### config.mk
export PLATFORM = sky130hd
export DESIGN_NAME = rf80386_fta_arbiter
export DESIGN_NICKNAME = d
export VERILOG_FILES = /design/src/rtl/fta_bus_pkg.sv /design/src/rtl/rf80386_pkg.sv /design/src/rtl/rf80386_rr_pick2.sv /design/src/rtl/rf80386_fta_arbiter.sv
export SDC_FILE = /design/constraint.sdc
export NUM_CORES = 1
export LEC_CHECK = 0
export CELL_PAD_IN_SITES_DETAIL_PLACEMENT = 1
export CELL_PAD_IN_SITES_GLOBAL_PLACEMENT = 1
export CORE_AREA = 2 2 382 384
export CTS_CLUSTER_DIAMETER = 120
export DETAILED_ROUTE_END_ITERATION = 12
export DIE_AREA = 0 0 384 386
export GPL_TIMING_DRIVEN = 0
export PLACE_DENSITY_LB_ADDON = 0.1
export RECOVER_POWER = 25
export SETUP_SLACK_MARGIN = 0.05
export SYNTH_ARGS = -nofsm -noshare
export SYNTH_HDL_FRONTEND = slang
export SYNTH_SLANG_ARGS = --single-unit
### constraint.sdc
create_clock -name clk_i -period 4.5 [get_ports clk_i]
set_input_delay 0.675 -clock clk_i [delete_from_list [all_inputs] [get_ports clk_i]]
set_output_delay 0.675 -clock clk_i [all_outputs]
set_load 0.02 [all_outputs]
### src/rtl/fta_bus_pkg.sv
// Purpose: FTA 128-bit command bus payload types shared by bus masters, arbiters and slaves.
package fta_bus_pkg;

    localparam int unsigned FTA_ADR_W = 32;
    localparam int unsigned FTA_DAT_W = 128;
    localparam int unsigned FTA_SEL_W = FTA_DAT_W / 8;
    localparam int unsigned FTA_TID_W = 8;

    typedef struct packed {
        logic                 cyc;
        logic                 we;
        logic [FTA_SEL_W-1:0] sel;
        logic [FTA_TID_W-1:0] tid;
        logic [FTA_ADR_W-1:0] adr;
        logic [FTA_DAT_W-1:0] dat;
    } fta_cmd_request128_t;

    typedef struct packed {
        logic                 ack;
        logic                 rty;
        logic                 err;
        logic [FTA_TID_W-1:0] tid;
        logic [FTA_DAT_W-1:0] dat;
    } fta_cmd_response128_t;

endpackage

### src/rtl/rf80386_pkg.sv
// Purpose: rf80386 core-level shared types.
package rf80386_pkg;

    // FTA port arbiter states.
    typedef enum logic [1:0] {
        IDLE  = 2'd0,
        XFER  = 2'd1,
        DRAIN = 2'd2
    } e_fta_arb_state;

endpackage

### src/rtl/rf80386_rr_pick2.sv
// Purpose: combinational two-way round-robin pick with a lock override.
// Ports:
//   req0_i    - master 0 requesting
//   req1_i    - master 1 requesting
//   prefer1_i - round-robin pointer: 1 favours master 1 on a tie
//   lock_i    - locked sequence held by master 1; only master 1 may win
//   valid_o   - a winner exists (combinational)
//   pick_o    - winner index, meaningful when valid_o (combinational)
module rf80386_rr_pick2 (
    input  logic req0_i,
    input  logic req1_i,
    input  logic prefer1_i,
    input  logic lock_i,
    output logic valid_o,
    output logic pick_o
);

    always_comb begin
        valid_o = 1'b0;
        pick_o  = 1'b0;
        if (lock_i) begin
            // Master 0 is held off entirely while master 1 owns a locked RMW.
            valid_o = req1_i;
            pick_o  = 1'b1;
        end else if (req0_i && req1_i) begin
            valid_o = 1'b1;
            pick_o  = prefer1_i;
        end else begin
            valid_o = req0_i | req1_i;
            pick_o  = req1_i;
        end
    end

endmodule

### src/rtl/rf80386_fta_arbiter.sv
// Purpose: shares the single FTA 128-bit master port between the ifetch refill
//   path (m0) and the data/IO path (m1). One transaction at a time, response
//   routed to the owner only, locked RMW support, hung-slave timeout.
// Ports:
//   clk_i, rst_i - clock, synchronous active-high reset
//   m0_req/resp  - ifetch refill request in / response out
//   m1_req/resp  - CPU data/IO request in / response out
//   lock_i       - m1 keeps the bus across consecutive transactions
//   s_req/s_resp - system bus request out / response in
//   owner_o      - last owner (0=m0, 1=m1), updated after each completion
//   tout_o       - one-cycle pulse when a timeout retry is synthesized
module rf80386_fta_arbiter
    import fta_bus_pkg::*;
    import rf80386_pkg::*;
#(
    parameter int unsigned TIMEOUT  = 1023,
    parameter bit          M0_FIRST = 1'b1
) (
    input  logic                 clk_i,
    input  logic                 rst_i,
    input  fta_cmd_request128_t  m0_req,
    output fta_cmd_response128_t m0_resp,
    input  fta_cmd_request128_t  m1_req,
    output fta_cmd_response128_t m1_resp,
    input  logic                 lock_i,
    output fta_cmd_request128_t  s_req,
    input  fta_cmd_response128_t s_resp,
    output logic                 owner_o,
    output logic                 tout_o
);

    localparam int unsigned CNT_W = $clog2(TIMEOUT + 1);

    e_fta_arb_state       state_q, state_d;
    fta_cmd_request128_t  s_req_q, s_req_d;
    fta_cmd_request128_t  own_req;
    fta_cmd_response128_t resp;
    logic                 owner_q, owner_d;
    logic                 rr_q, rr_d;       // 1: favour m1 on a tie
    logic                 gnt_q, gnt_d;     // master owning the current transfer
    logic [CNT_W-1:0]     cnt_q, cnt_d;
    logic                 pick_valid, pick;
    logic                 accept, fire;

    rf80386_rr_pick2 u_pick (
        .req0_i    (m0_req.cyc),
        .req1_i    (m1_req.cyc),
        .prefer1_i (rr_q),
        .lock_i    (lock_i & owner_q),
        .valid_o   (pick_valid),
        .pick_o    (pick)
    );

    assign own_req = gnt_q ? m1_req : m0_req;
    // Only a response carrying the outstanding tid belongs to this transfer.
    assign accept  = (s_resp.ack | s_resp.rty) && (s_resp.tid == s_req_q.tid);
    assign fire    = (cnt_q == CNT_W'(TIMEOUT - 1));
    assign s_req   = s_req_q;
    assign owner_o = owner_q;

    // State and bus registers.
    always_ff @(posedge clk_i) begin
        if (rst_i) begin
            state_q <= IDLE;
            s_req_q <= '0;
            owner_q <= ~M0_FIRST;
            rr_q    <= ~M0_FIRST;
            gnt_q   <= 1'b0;
            cnt_q   <= '0;
        end else begin
            state_q <= state_d;
            s_req_q <= s_req_d;
            owner_q <= owner_d;
            rr_q    <= rr_d;
            gnt_q   <= gnt_d;
            cnt_q   <= cnt_d;
        end
    end

    // Next-state, bus request and response routing.
    always_comb begin
        state_d = state_q;
        s_req_d = '0;
        owner_d = owner_q;
        rr_d    = rr_q;
        gnt_d   = gnt_q;
        cnt_d   = '0;
        resp    = '0;
        tout_o  = 1'b0;
        m0_resp = '0;
        m1_resp = '0;

        case (state_q)
            IDLE: begin
                if (pick_valid) begin
                    gnt_d   = pick;
                    s_req_d = pick ? m1_req : m0_req;
                    state_d = XFER;
                end
            end
            XFER: begin
                if (accept) begin
                    // A real response beats a coincident timeout.
                    resp    = s_resp;
                    state_d = DRAIN;
                end else if (!own_req.cyc) begin
                    state_d = IDLE;
                end else if (fire) begin
                    resp.rty = 1'b1;
                    resp.tid = s_req_q.tid;
                    tout_o   = 1'b1;
                    state_d  = DRAIN;
                end else begin
                    s_req_d = own_req;
                    cnt_d   = cnt_q + CNT_W'(1);
                end
            end
            DRAIN: begin
                // Hand priority to the other master for the next tie.
                owner_d = gnt_q;
                rr_d    = ~gnt_q;
                state_d = IDLE;
            end
            default: state_d = IDLE;
        endcase

        if (gnt_q) m1_resp = resp;
        else       m0_resp = resp;
    end

endmodule

==> impl_metrics.sql <==
INSERT INTO impl_metrics (metric_group, metric, value, unit) VALUES
('flow_run', 'maxCapViolations', '0', ''),
('critical_path', 'worst_path_required', '3.83', 'ns'),
('route', 'routedWlPerCell', '26.1', 'um'),
('finish', 'share_of_cells_above_drive_strength_1', '0.0580', ''),
('finish', 'fin_nets', '2787', ''),
('grt', 'first_pass_grt_wire_length', '142000', 'um'),
('worst_hold_path', 'hold_path_end', 'cnt_q[0]$_SDFF_PP0_', ''),
('synth', 'netlist.area_leader.share', '0.339', ''),
('critical_path', 'worstPathCellList', 'clkdlybuf4s50_1 > inv_1 > a221oi_2 > nand4_1 > nor3_4 > buf_6 > clkbuf_2 > and2_1 > clkdlybuf4s50_1', ''),
('synth', 'ys_dominant_reg_cell', 'sky130_fd_sc_hd__dfxtp_1', ''),
('grt', 'globalRouteTotalUtil', '0.141', ''),
('sta', 'achievable-frequency', '232', 'MHz'),
('die', 'die_w', '384', 'um'),
('clock_tree', 'clockRootBuffer', 'sky130_fd_sc_hd__clkbuf_16', ''),
('critical_path', 'reg2reg_slack', '1.59', 'ns'),
('sta', 'worst_hold_slack', '0.488', 'ns'),
('synth', 'synth_async_sr_flop_share', '0', ''),
('synth', 'yosysTopAreaCell', 'sky130_fd_sc_hd__dfxtp_1', ''),
('critical_path', 'path_delay_family', 'buffers and inverters', ''),
('clock_tree', 'cts-htree-levels', '2', ''),
('grt', 'pin_count_of_the_biggest_net_entering_global_routing', '11', ''),
('grt', 'grt.overflow.total', '0', ''),
('clock_tree', 'ctsLongestPathBuffers', '3', ''),
('synth', 'synthesis.area_per_instance', '9.49', 'um2'),
('finish', 'final_cell_mix', 'sky130_fd_sc_hd__clkdlybuf4s50_1 (807), sky130_fd_sc_hd__mux2i_1 (372), sky130_fd_sc_hd__and2_1 (261)', ''),
('sta', 'timing_max_transition_violations_final', '0', ''),
('route', 'detail_route.vias_per_cell', '3.39', ''),
('die', 'initial_utilization', '0.0821', ''),
('grt', 'grt_pass1_vias', '15603', ''),
('die', 'core.rowCount', '140', ''),
('clock_tree', 'post_cts_hold_buffer_count', '0', ''),
('critical_path', 'crit_path_top_delay_cell', 'sky130_fd_sc_hd__clkdlybuf4s50_1', ''),
('power', 'power.leakage', '10.0', 'nW'),
('synth', 'ys.warnings.count', '0', ''),
('critical_path', 'setup.worst_path.class', 'primary input to output pin', ''),
('finish', 'final_core_utilization', '0.175', ''),
('sta', 'timing.final.setup_violations', '0', ''),
('critical_path', 'worstSetupEndpointType', 'output pin', ''),
('die', 'die-area', '148000', 'um2'),
('clock_tree', 'clk-insertion-delay-late', '0.58', 'ns'),
('sta', 'final_hold_viol_count', '0', ''),
('route', 'detailedRoute.firstIterationViolations', '317', ''),
('route', 'detail_route.first_pass.iterations', '4', ''),
('status', 'outcome', 'finished, final reports clean', ''),
('critical_path', 'critPathLaunchType', 'primary input', ''),
('critical_path', 'path_max_fanout', '10', ''),
('worst_hold_path', 'worstHoldStart', 'cnt_q[0]$_SDFF_PP0_', ''),
('power', 'total_power', '6.82', 'mW'),
('sta', 'total_negative_setup_slack', '0', 'ns'),
('synth', 'ys_ff_latch', '201', ''),
('route', 'ant_nets', '0', ''),
('critical_path', 'r2r.worst_path.cells', '7', ''),
('route', 'drc_violations_left', '0', ''),
('power', 'vdd.ir_drop.worst', '193', 'uV'),
('worst_hold_path', 'min_delay_path_depth', '1', ''),
('route', 'finalWirelength', '110000', 'um'),
('critical_path', 'regToRegStartpoint', 'owner_o$_SDFFE_PP0N_', ''),
('die', 'dieHeight', '386', 'um'),
('critical_path', 'worst_ep_arrival_time', '3.64', 'ns'),
('critical_path', 'cpMostUsedCell', 'sky130_fd_sc_hd__clkdlybuf4s50_1', ''),
('critical_path', 'worst_r2r_endpoint', 's_req[45]$_SDFF_PP0_', ''),
('worst_hold_path', 'hold_path_class', 'register to register', ''),
('synth', 'yosysUniqueCellTypes', '38', ''),
('placed_design', 'place_congestion', '0.994', ''),
('synth', 'yosysSeqAreaShare', '0.339', ''),
('synth', 'synthTopCellsByArea', 'sky130_fd_sc_hd__dfxtp_1 (34%), sky130_fd_sc_hd__mux2i_1 (31%), sky130_fd_sc_hd__and2_1 (14%), sky130_fd_sc_hd__o22ai_1 (9.8%), sky130_fd_sc_hd__clkbuf_1 (1.5%)', ''),
('finish', 'syn_to_final_growth', '113', '%'),
('power', 'power_per_cell_area', '269', 'nW/um2'),
('critical_path', 'critical-path-max-stage-delay', '0.79', 'ns'),
('synth', 'netlist_area', '11900', 'um2'),
('clock_tree', 'cts_inserted_buffers', '36', '');
[synthesized netlist by cell type, types with 5 or more instances]
cell,instances
sky130_fd_sc_hd__xor2_1,6
sky130_fd_sc_hd__xnor2_1,8
sky130_fd_sc_hd__buf_4,5
sky130_fd_sc_hd__mux2i_1,372
sky130_fd_sc_hd__o22ai_1,185
sky130_fd_sc_hd__clkbuf_1,47
sky130_fd_sc_hd__a21oi_1,18
sky130_fd_sc_hd__nand2_1,8
sky130_fd_sc_hd__dfxtp_1,201
sky130_fd_sc_hd__nand3_1,15
sky130_fd_sc_hd__nor2_1,20
sky130_fd_sc_hd__buf_2,32
sky130_fd_sc_hd__clkbuf_2,18
sky130_fd_sc_hd__buf_6,12
sky130_fd_sc_hd__and2_1,261
sky130_fd_sc_hd__o2111ai_1,8
[registers in the layout, indices dropped and copies added, names as in the netlist]
| signal | flops |
|---|---|
| gnt_q | 1 |
| cnt_q | 10 |
| s_req | 186 |
| owner_o | 1 |
| rr_q | 1 |
| state_q | 2 |
[per-stage QoR]
stage / cells / area, um2 / worst slack (ns)
final: 4225 / 25300 / 0.189
after global routing: 4214 / 25300 / 0.0369
after CTS: 4209 / 25300 / 0.0311
after detailed placement: 4146 / 24100 / -0.344
after global placement: 4146 / 24100 / -0.298
after floorplan: 1250 / 11900 / 1.83
[final cells by class]
class | count | area (um2)
fill | 16775 | 119000
timing repair buffer | 984 | 9830
multi-input combinational | 927 | 7220
sequential | 201 | 4020
tap | 1917 | 2400
clock buffer | 49 | 990
buffer | 117 | 621
clock inverter | 10 | 174
antenna | 16 | 40.0
inverter | 4 | 15.0
[logic make-up (layout without fill, tap and decap cells)]
kind of cell               count (synthesis)  count (layout)  synth area share
other                                      0              16                 0
xor gates and xnor gates                  14              14            0.0103
buffers and inverters                    122            1164            0.0531
DFF                                      201             201             0.339
AOI/OAI and AO/OA                        220             220             0.119
adders and majority gates                  2               2           0.00211
muxes                                    372             372             0.314
and+or+nand+nor                          319             319             0.162
[power by group]
part	switching, mW	internal [mW]	total (mW)	leakage, nW
clock	1.12	1.76	2.88	0.560
sequential	0.0555	1.95	2.00	1.66
combinational	0.991	0.940	1.93	7.82
total	2.17	4.65	6.82	10.0
[metal layers]
metal  up-vias  wire (um)  global-route usage
met5         -        304                   0
met3       124      11400              0.0654
met4        50       1910              0.0304
met1      6978      34300               0.124
li1       6609          -                   -
met2       567      62400               0.286
[worst max-delay path by stage]
stage / start / endpoint
5_1_grt: s_resp[138] / m1_resp[135]
2_1_floorplan: s_resp[137] / m0_resp[131]
3_3_place_gp: s_resp[138] / m0_resp[66]
3_5_place_dp: s_resp[138] / m0_resp[66]
4_1_cts: s_resp[138] / m1_resp[124]
6_report: s_resp[131] / m1_resp[54]
[repair_timing]
action,in CTS,in global routing
setup endpoints to repair,146,27
resized for setup,15,7
hold endpoints to repair,0,0
setup buffers,4,1
pin swaps,2,1
Power figures use the tool's default switching activity.
